[config.mk]
export PLATFORM = sky130hd
export DESIGN_NAME = instr_fetch
export DESIGN_NICKNAME = d
export VERILOG_FILES = /design/src/rtl/instr_fetch.sv
export SDC_FILE = /design/constraint.sdc
export NUM_CORES = 1
export LEC_CHECK = 0
export ABC_CLOCK_PERIOD_IN_PS = 2000
export CORE_MARGIN = 2
export CORE_UTILIZATION = 25
export CTS_CLUSTER_DIAMETER = 150
export DETAILED_ROUTE_END_ITERATION = 8
export PLACE_DENSITY = 0.59
export SYNTH_ARGS = -nofsm -noshare
export SYNTH_HDL_FRONTEND = slang
export SYNTH_SLANG_ARGS = --single-unit
export TNS_END_PERCENT = 100
[constraint.sdc]
create_clock -name update_clk -period 2 [get_ports update_clk]
set_input_delay 0.5 -clock update_clk [delete_from_list [all_inputs] [get_ports update_clk]]
set_output_delay 0.5 -clock update_clk [all_outputs]
set_load 0.02 [all_outputs]
[src/rtl/instr_fetch.sv]
// instr_fetch: fetches the word at the current IP over a req/ack port, hands it to decode,
// and returns the IP adjustment as a one-cycle strobe. Optional feature macro: FETCH_TIMEOUT_EN.
module instr_fetch #(
    parameter int WORD_WIDTH     = 16,
    parameter int INSTR_WIDTH    = 16,
    parameter int TIMEOUT_CYCLES = 15
) (
    input  logic                   update_clk,
    input  logic                   reset_clk,
    input  logic [WORD_WIDTH-1:0]  ip,
    output logic [WORD_WIDTH-1:0]  mem_addr,
    output logic                   mem_req,
    input  logic                   mem_ack,
    input  logic [INSTR_WIDTH-1:0] mem_data,
    output logic [INSTR_WIDTH-1:0] instr,
    output logic                   instr_valid,
    input  logic                   instr_ready,
    input  logic                   branch_taken,
    input  logic [WORD_WIDTH-1:0]  branch_offset,
    output logic [WORD_WIDTH-1:0]  adj,
    output logic                   adj_strobe,
    output logic                   fault
);
    typedef enum logic [2:0] {START, REQ, HOLD, ADV, SETTLE, FAULT} state_t;

    state_t                 state, state_nxt;
    logic [WORD_WIDTH-1:0]  mem_addr_nxt, adj_nxt;
    logic [INSTR_WIDTH-1:0] instr_nxt;
    logic                   mem_req_nxt, instr_valid_nxt, adj_strobe_nxt, fault_nxt;

    // Two's-complement adjustment; the IP owns the modulo wrap of ip + adj.
    function automatic logic signed [WORD_WIDTH-1:0] sel_adj(
        input logic                  taken,
        input logic [WORD_WIDTH-1:0] offset
    );
        logic signed [WORD_WIDTH-1:0] r;
        r = taken ? $signed(offset) : $signed(WORD_WIDTH'(1));
        return r;
    endfunction

`ifdef FETCH_TIMEOUT_EN
    localparam int CNT_W = $clog2(TIMEOUT_CYCLES + 1);
    logic [CNT_W-1:0] wait_cnt, wait_cnt_nxt;
    logic             timeout;

    // The ack on the last allowed cycle still wins: timeout only fires when cycle
    // TIMEOUT_CYCLES itself ends without an ack.
    assign timeout = (wait_cnt == CNT_W'(TIMEOUT_CYCLES - 1));

    always_ff @(posedge update_clk or posedge reset_clk) begin
        if (reset_clk) wait_cnt <= '0;
        else           wait_cnt <= wait_cnt_nxt;
    end
`else
    logic unused_timeout;
    assign unused_timeout = (TIMEOUT_CYCLES > 0);
`endif

    always_ff @(posedge update_clk or posedge reset_clk) begin
        if (reset_clk) begin
            state       <= START;
            mem_addr    <= '0;
            mem_req     <= 1'b0;
            instr       <= '0;
            instr_valid <= 1'b0;
            adj         <= '0;
            adj_strobe  <= 1'b0;
            fault       <= 1'b0;
        end else begin
            state       <= state_nxt;
            mem_addr    <= mem_addr_nxt;
            mem_req     <= mem_req_nxt;
            instr       <= instr_nxt;
            instr_valid <= instr_valid_nxt;
            adj         <= adj_nxt;
            adj_strobe  <= adj_strobe_nxt;
            fault       <= fault_nxt;
        end
    end

    always_comb begin
        state_nxt       = state;
        mem_addr_nxt    = mem_addr;
        mem_req_nxt     = mem_req;
        instr_nxt       = instr;
        instr_valid_nxt = instr_valid;
        adj_nxt         = adj;
        adj_strobe_nxt  = 1'b0;
        fault_nxt       = fault;
`ifdef FETCH_TIMEOUT_EN
        wait_cnt_nxt    = wait_cnt;
`endif
        case (state)
            START: begin
                mem_addr_nxt = ip;
                mem_req_nxt  = 1'b1;
                state_nxt    = REQ;
`ifdef FETCH_TIMEOUT_EN
                wait_cnt_nxt = '0;
`endif
            end
            REQ: begin
                if (mem_ack) begin
                    instr_nxt       = mem_data;
                    instr_valid_nxt = 1'b1;
                    mem_req_nxt     = 1'b0;
                    state_nxt       = HOLD;
                end
`ifdef FETCH_TIMEOUT_EN
                else if (timeout) begin
                    mem_req_nxt = 1'b0;
                    fault_nxt   = 1'b1;
                    state_nxt   = FAULT;
                end else begin
                    wait_cnt_nxt = wait_cnt + CNT_W'(1);
                end
`endif
            end
            HOLD: begin
                if (instr_valid && instr_ready) begin
                    instr_valid_nxt = 1'b0;
                    adj_nxt         = sel_adj(branch_taken, branch_offset);
                    adj_strobe_nxt  = 1'b1;
                    state_nxt       = ADV;
                end
            end
            ADV: state_nxt = SETTLE;
            SETTLE: begin
                // ip already reflects the strobe from ADV.
                mem_addr_nxt = ip;
                mem_req_nxt  = 1'b1;
                state_nxt    = REQ;
`ifdef FETCH_TIMEOUT_EN
                wait_cnt_nxt = '0;
`endif
            end
            FAULT:   state_nxt = FAULT;
            default: state_nxt = START;
        endcase
    end
endmodule

==> run metrics <==
Worst Hold Class reg2reg; chip height 98.0 um; post-synth top area cell dfrtp_1; Pleak 1.43 nW; nets@finish 323; row cnt 34; crit end category primary output; vias in the first global route 1698; Synth top area share 61.2%; Area Overhead vs Synth 57.1%; fin area 3470 um2; top cells by count, synth dfrtp_1, mux2_2, o21ai_0, nand2_1, o31ai_1; Avg Vias per Cell 4.32; FMAX 555 MHz; share of layout cells above drive strength 1 19.6%; predominant post-synthesis flop cell dfrtp_1; Die Area 9600 um2; M3 GR Usage 4.08%; Psw 0.00189 W; worst path required time 1500 ps; GR Overflow Total 0; synthesized area per cell 13.5 um2; Post-Syn Area 2210 um2; Initial Util 25.6%; P_int 0.00346 W; cts repair resizes 0; asr flop ratio synth 100%; Top Ports 105; WP data arrival 1300 ps; sequential group share of total power 35.6%; DR WL/cell 13.1 um; ANT nets after route 0; largest net degree at the start of global routing 32; CTS tree yes; worst path cell trace clkdlybuf4s50_1; Syn Inst Count 163; post-placement cell count 371; TritonRoute pass-1 iters 4; # diodes 0; number of synthesized flops with an enable pin 0; Layout Cells excl Fill 379; first-pass GRT wire length 8310 um; Logic pwr share 51.0%; busiest grt layer met2; #FFs+latches synth 54; Die W 98.0 um; hold bufs inserted after CTS 0; Routed WL 4950 um; Detailed Place HPWL 3610 um; Root Driver clkbuf_8; slowest stage delay, CP 620 ps; delay-heaviest family, CP buffers and inverters; Syn Nets 216; max-cap violations 0; critical path's slowest cell clkdlybuf4s50_1; Tcrit/Tclk final 90.0%; switching share of total power 35.3%; depth of the CTS H-tree 2; 1st-iter DRT viols 14; crit path time final 1800 ps; CTS sink count 54; DRC errors left 0; pre-CTS setup slack 5.47 ps; final setup violating endpoints 0; post-CTS setup buffers 0; post-route setup TNS 0 ps; CTS max path bufs 2; synth top area cells dfrtp_1, mux2_2, mux2_4; max-slew violations 0; most frequent cell after synthesis dfrtp_1; setup ws final 200 ps; global-route track usage on met2 16.6%; Clk network pwr share 13.5%; met1 Use GR 13.7%; status complete, no violations; Synth cell types 23; clock edge transition at the registers on the reported setup and hold paths 90 ps; CP startpoint kind register; power density over the cells 1540 nW/um2; TritonCTS buffer count 5; clk_lat worst skew 300 ps; gp weighted congestion 0.702; final hold violations 0; Crit Path Category reg2out; sequential area share after synthesis 61.2%; initial antenna violation count 0; IO Port Bufs 103; GRT Total Usage 10.5%; core area 8640 um2; Max VDD drop 0.000431 V; Area after DPL 3360 um2; Buffers & Inverters on Critical Path 1; Fin Clk Skew 9.44 ps; CP Max Fanout 3; Warnings, synthesis 0; routed vias 1639; unrepaired setup endpoints after global routing no
power groups by stage:
| stage | clock network, W | logic, W | registers (W) |
|---|---|---|---|
| floorplan | 0 | 0.000968 | 0.00247 |
| CTS | 0.000765 | 0.00277 | 0.00192 |
| global route | 0.000805 | 0.00291 | 0.00198 |
| detailed placement | 0 | 0.00276 | 0.00193 |
| finish | 0.000720 | 0.00273 | 0.00190 |
| global placement | 0 | 0.00272 | 0.00193 |
stage by stage:
step / utilization, % / power [W] / hold WS, ps
global route: 40.2 / 0.00569 / 530
floorplan: - / 0.00344 / 513
finish: 40.2 / 0.00535 / 512
CTS: 40.2 / 0.00545 / 518
global placement: 38.9 / 0.00465 / 488
detailed placement: 38.9 / 0.00469 / 495
cell usage in the layout, fill, tap and decap left out, types with 2 or more instances in the layout:
cell | netlist | layout
o21ai_0 | 16 | 16
clkbuf_8 | 0 | 5
clkdlybuf4s50_1 | 0 | 103
nor2_1 | 3 | 3
nand2_1 | 15 | 15
o31ai_1 | 15 | 15
mux2_4 | 8 | 8
nand3b_1 | 2 | 2
dfrtp_1 | 54 | 54
nand2b_1 | 2 | 2
mux2_2 | 25 | 25
buf_4 | 2 | 9
layout make-up:
type,count,area (um2)
multi-input cells,95,766
well taps,108,135
repair buffers,112,1100
fillers,836,5170
inverters,2,7.51
flip-flops and latches,54,1350
clock buffers,6,72.6
clock inverters,2,37.5
registers in the layout (all words and copies together), names as in the netlist:
signal	count
adj_strobe	1
adj	16
mem_req	1
instr	16
state	3
mem_addr	16
instr_valid	1
final timing paths:
check                                        startpoint                      end  slack [ps]  cells after the start
worst max-delay path            instr_valid$_DFFE_PP0P_              instr_valid         200                      1
worst min-delay path            mem_addr[2]$_DFFE_PP0P_  mem_addr[2]$_DFFE_PP0P_         510                      1
worst max register to register     state[1]$_DFFE_PP0P_     instr[4]$_DFFE_PP0P_         490                      3
worst min register to register  mem_addr[2]$_DFFE_PP0P_  mem_addr[2]$_DFFE_PP0P_         510                      1
max in group asynchronous                     reset_clk     instr[9]$_DFFE_PP0P_        1120                      3
min in group asynchronous                     reset_clk  mem_addr[8]$_DFFE_PP0P_         560                      3
routing by layer:
| layer | vias to the layer above | share of wire [%] | routed length, um |
|---|---|---|---|
| met1 | 781 | 44 | 2200 |
| met5 | - | 0 | 0 |
| li1 | 784 | - | - |
| met4 | 0 | 0.65 | 32 |
| met2 | 70 | 45 | 2240 |
| met3 | 4 | 9.7 | 479 |
cells by family after synthesis:
logic type             after synthesis  share of synthesized area [%]
flip-flops                          54                           61.2
AO/OA/AOI/OAI                       34                           9.63
multiplexers                        33                           18.2
AND/OR/NAND/NOR                     26                           6.29
buffers and inverters               14                           4.14
XOR/XNOR                             1                          0.397
other                                1                          0.170
worst reg2reg max path, cell delays in order (launching register included):
cell and delay [ps]:
dfrtp_1 500, nor4bb_4 310, buf_4 260, mux2_4 320
No activity file was read; power rests on OpenSTA's default activity.
==> RTL change: new RTL, same settings <==
The 6 states of `state_t` get a one-hot encoding in 6 bits.
--- a/src/rtl/instr_fetch.sv
+++ b/src/rtl/instr_fetch.sv
@@ -21,7 +21,7 @@
     output logic                   adj_strobe,
     output logic                   fault
 );
-    typedef enum logic [2:0] {START, REQ, HOLD, ADV, SETTLE, FAULT} state_t;
+    typedef enum logic [5:0] {START = 6'b000001, REQ = 6'b000010, HOLD = 6'b000100, ADV = 6'b001000, SETTLE = 6'b010000, FAULT = 6'b100000} state_t;
 
     state_t                 state, state_nxt;
     logic [WORD_WIDTH-1:0]  mem_addr_nxt, adj_nxt;
Behaviour: no difference found for any inputs over 10 cycles, from zero or initial values and one cycle with reset_clk high; not proved beyond that.
==> RTL change against the unedited design <==
  * Routed wire length increased by 4.8%
  * Sequential cell count rose by 3
  * Clock power up 51%
  * Critical path depth is the same
  * Design area is 9.1% higher
  * Combinational power increased by 5%
  * Sequential power is 5% higher
  * Synthesized area up 7.8%
  * Clock skew is 0.0014 ns lower
  * Power rose by 11%
  * Worst setup slack worse by 0.099 ns
  * Die area rose by 7.5%
  * Worst hold slack got worse by 0.020 ns
  * Critical path type unchanged
==> RTL change: results (changes against the unedited design) <==
status = finished, final reports clean
synth cell count leaders = dfrtp_1, mux2_2, inv_1, nand2_1, mux2i_1
htree depth = 3 (+1)
Place WS = 0.189 ns (+0.183 ns)
Synth Warn # = 0 (unchanged)
WP data arrival = 1.40 ns (+0.10 ns)
drt via density = 3.99 (-7.8%)
largest net degree at the start of global routing = 58 (+81%)
Post-Route WL = 5.19 mm (+4.8%)
Finished Layout Cells = 423 (+12%)
drt first pass iters = 4 (unchanged)
Reg2Reg Depth = 4 (+1)
Global Route Usage Sum = 0.104 (-0.000779)
cts repair resizes = 0 (unchanged)
Max FO, Critical Path = 5 (+2)
Worst Setup SP = instr_valid
Cell Count Post-Placement = 407 (+9.7%)
syn nets = 229 (+6.0%)
Placer Congestion = 0.697 (-0.64%)
distinct cell type count of the synthesized netlist = 35 (+52%)
post-synth top area cell = dfrtp_1
IO Port Bufs = 103 (unchanged)
Area contributors post-synth = dfrtp_1, mux2_2, mux2i_1
CTS Buf Count = 9 (+4)
initial antenna violation count = 0 (unchanged)
Setup Skew = 0.00799 ns (-0.00144 ns)
first-pass GRT wire length = 8.16 mm (-1.8%)
share of cells above drive strength 1 = 0.221 (+0.0255)
Final HPWL DP = 3.68 mm (+1.9%)
worst vdd ir = 0.559 mV (+30%)
r2r setup slk = 0.18 ns (-0.31 ns)
FF-to-FF End = mem_addr[14]
syn_area_per_cell = 13.5 sq um (-0.15%)
Synth Area in Compound Gates = 0.0179 (-0.0785)
Synth Area in XOR/XNOR = 0.00736 (+0.00339)
FILL cells = 910 (+8.9%)
leak pwr = 1.65 nW (+15%)
Reg area = 1430 sq um (+5.6%)
NumNets Final = 342 (+5.9%)
worst r2r src = state[3]
Seq/Total Area, Yosys = 0.600 (-0.0123)
Clock Latency Late Sink = 0.33 ns (+0.03 ns)
max incr delay on CP = 0.64 ns (+0.02 ns)
mux cell area share after synthesis = 0.232 (+0.0499)
vias in the first global route = 1683 (-0.88%)
Post-Synth Adder-Cell Area = 0.00420 (+0.00420)
DP Area = 3580 sq um (+6.5%)
Iter 0 DRT Violations = 44 (+30)
Reg clk slew, reported paths = 0.07 ns (-0.02 ns)
-- RTL change: per-layer routing --
layer  vias up  track usage  part of all wire
met5         -            0                 0
met4         0       0.0530             0.012
met3         7       0.0442             0.088
met2        73        0.148              0.43
met1       797        0.135              0.47
li1        810            -                 -
-- RTL change: kinds of logic (layout without fill, tap and decap cells) --
logic type      count (synthesis)  after routing
xor+xnor                        2              2
mux                            48             48
flops                          57             57
fa+ha+maj                       1              1
other cells                     1              1
compound gates                  6              6
buf+inv                        28            146
simple gates                   33             33
-- RTL change: layout make-up --
type | instances | area share
clock inverter | 6 | 0.0179
inverter | 18 | 0.0179
tap | 129 | 0.0427
multi-input combinational | 91 | 0.214
sequential | 57 | 0.377
timing repair buffer | 112 | 0.294
clock buffer | 10 | 0.0364
-- RTL change: how the worst min path moves through the flow --
| stage | start | end | slack, ns |
|---|---|---|---|
| floorplan | state[1] | state[1] | 0.56 |
| global placement | mem_req | mem_req | 0.48 |
| detailed placement | mem_req | mem_req | 0.49 |
| CTS | mem_req | mem_req | 0.50 |
| global route | instr[1] | instr[1] | 0.51 |
| finish | mem_req | mem_req | 0.49 |
-- RTL change: power breakdown --
group | switching [mW] | internal, mW | leakage [nW] | total [mW]
logic | 1.27 | 1.59 | 0.881 | 2.86
clock network | 0.480 | 0.610 | 0.0985 | 1.09
registers | 0.299 | 1.70 | 0.666 | 2.00
total | 2.05 | 3.90 | 1.65 | 5.96
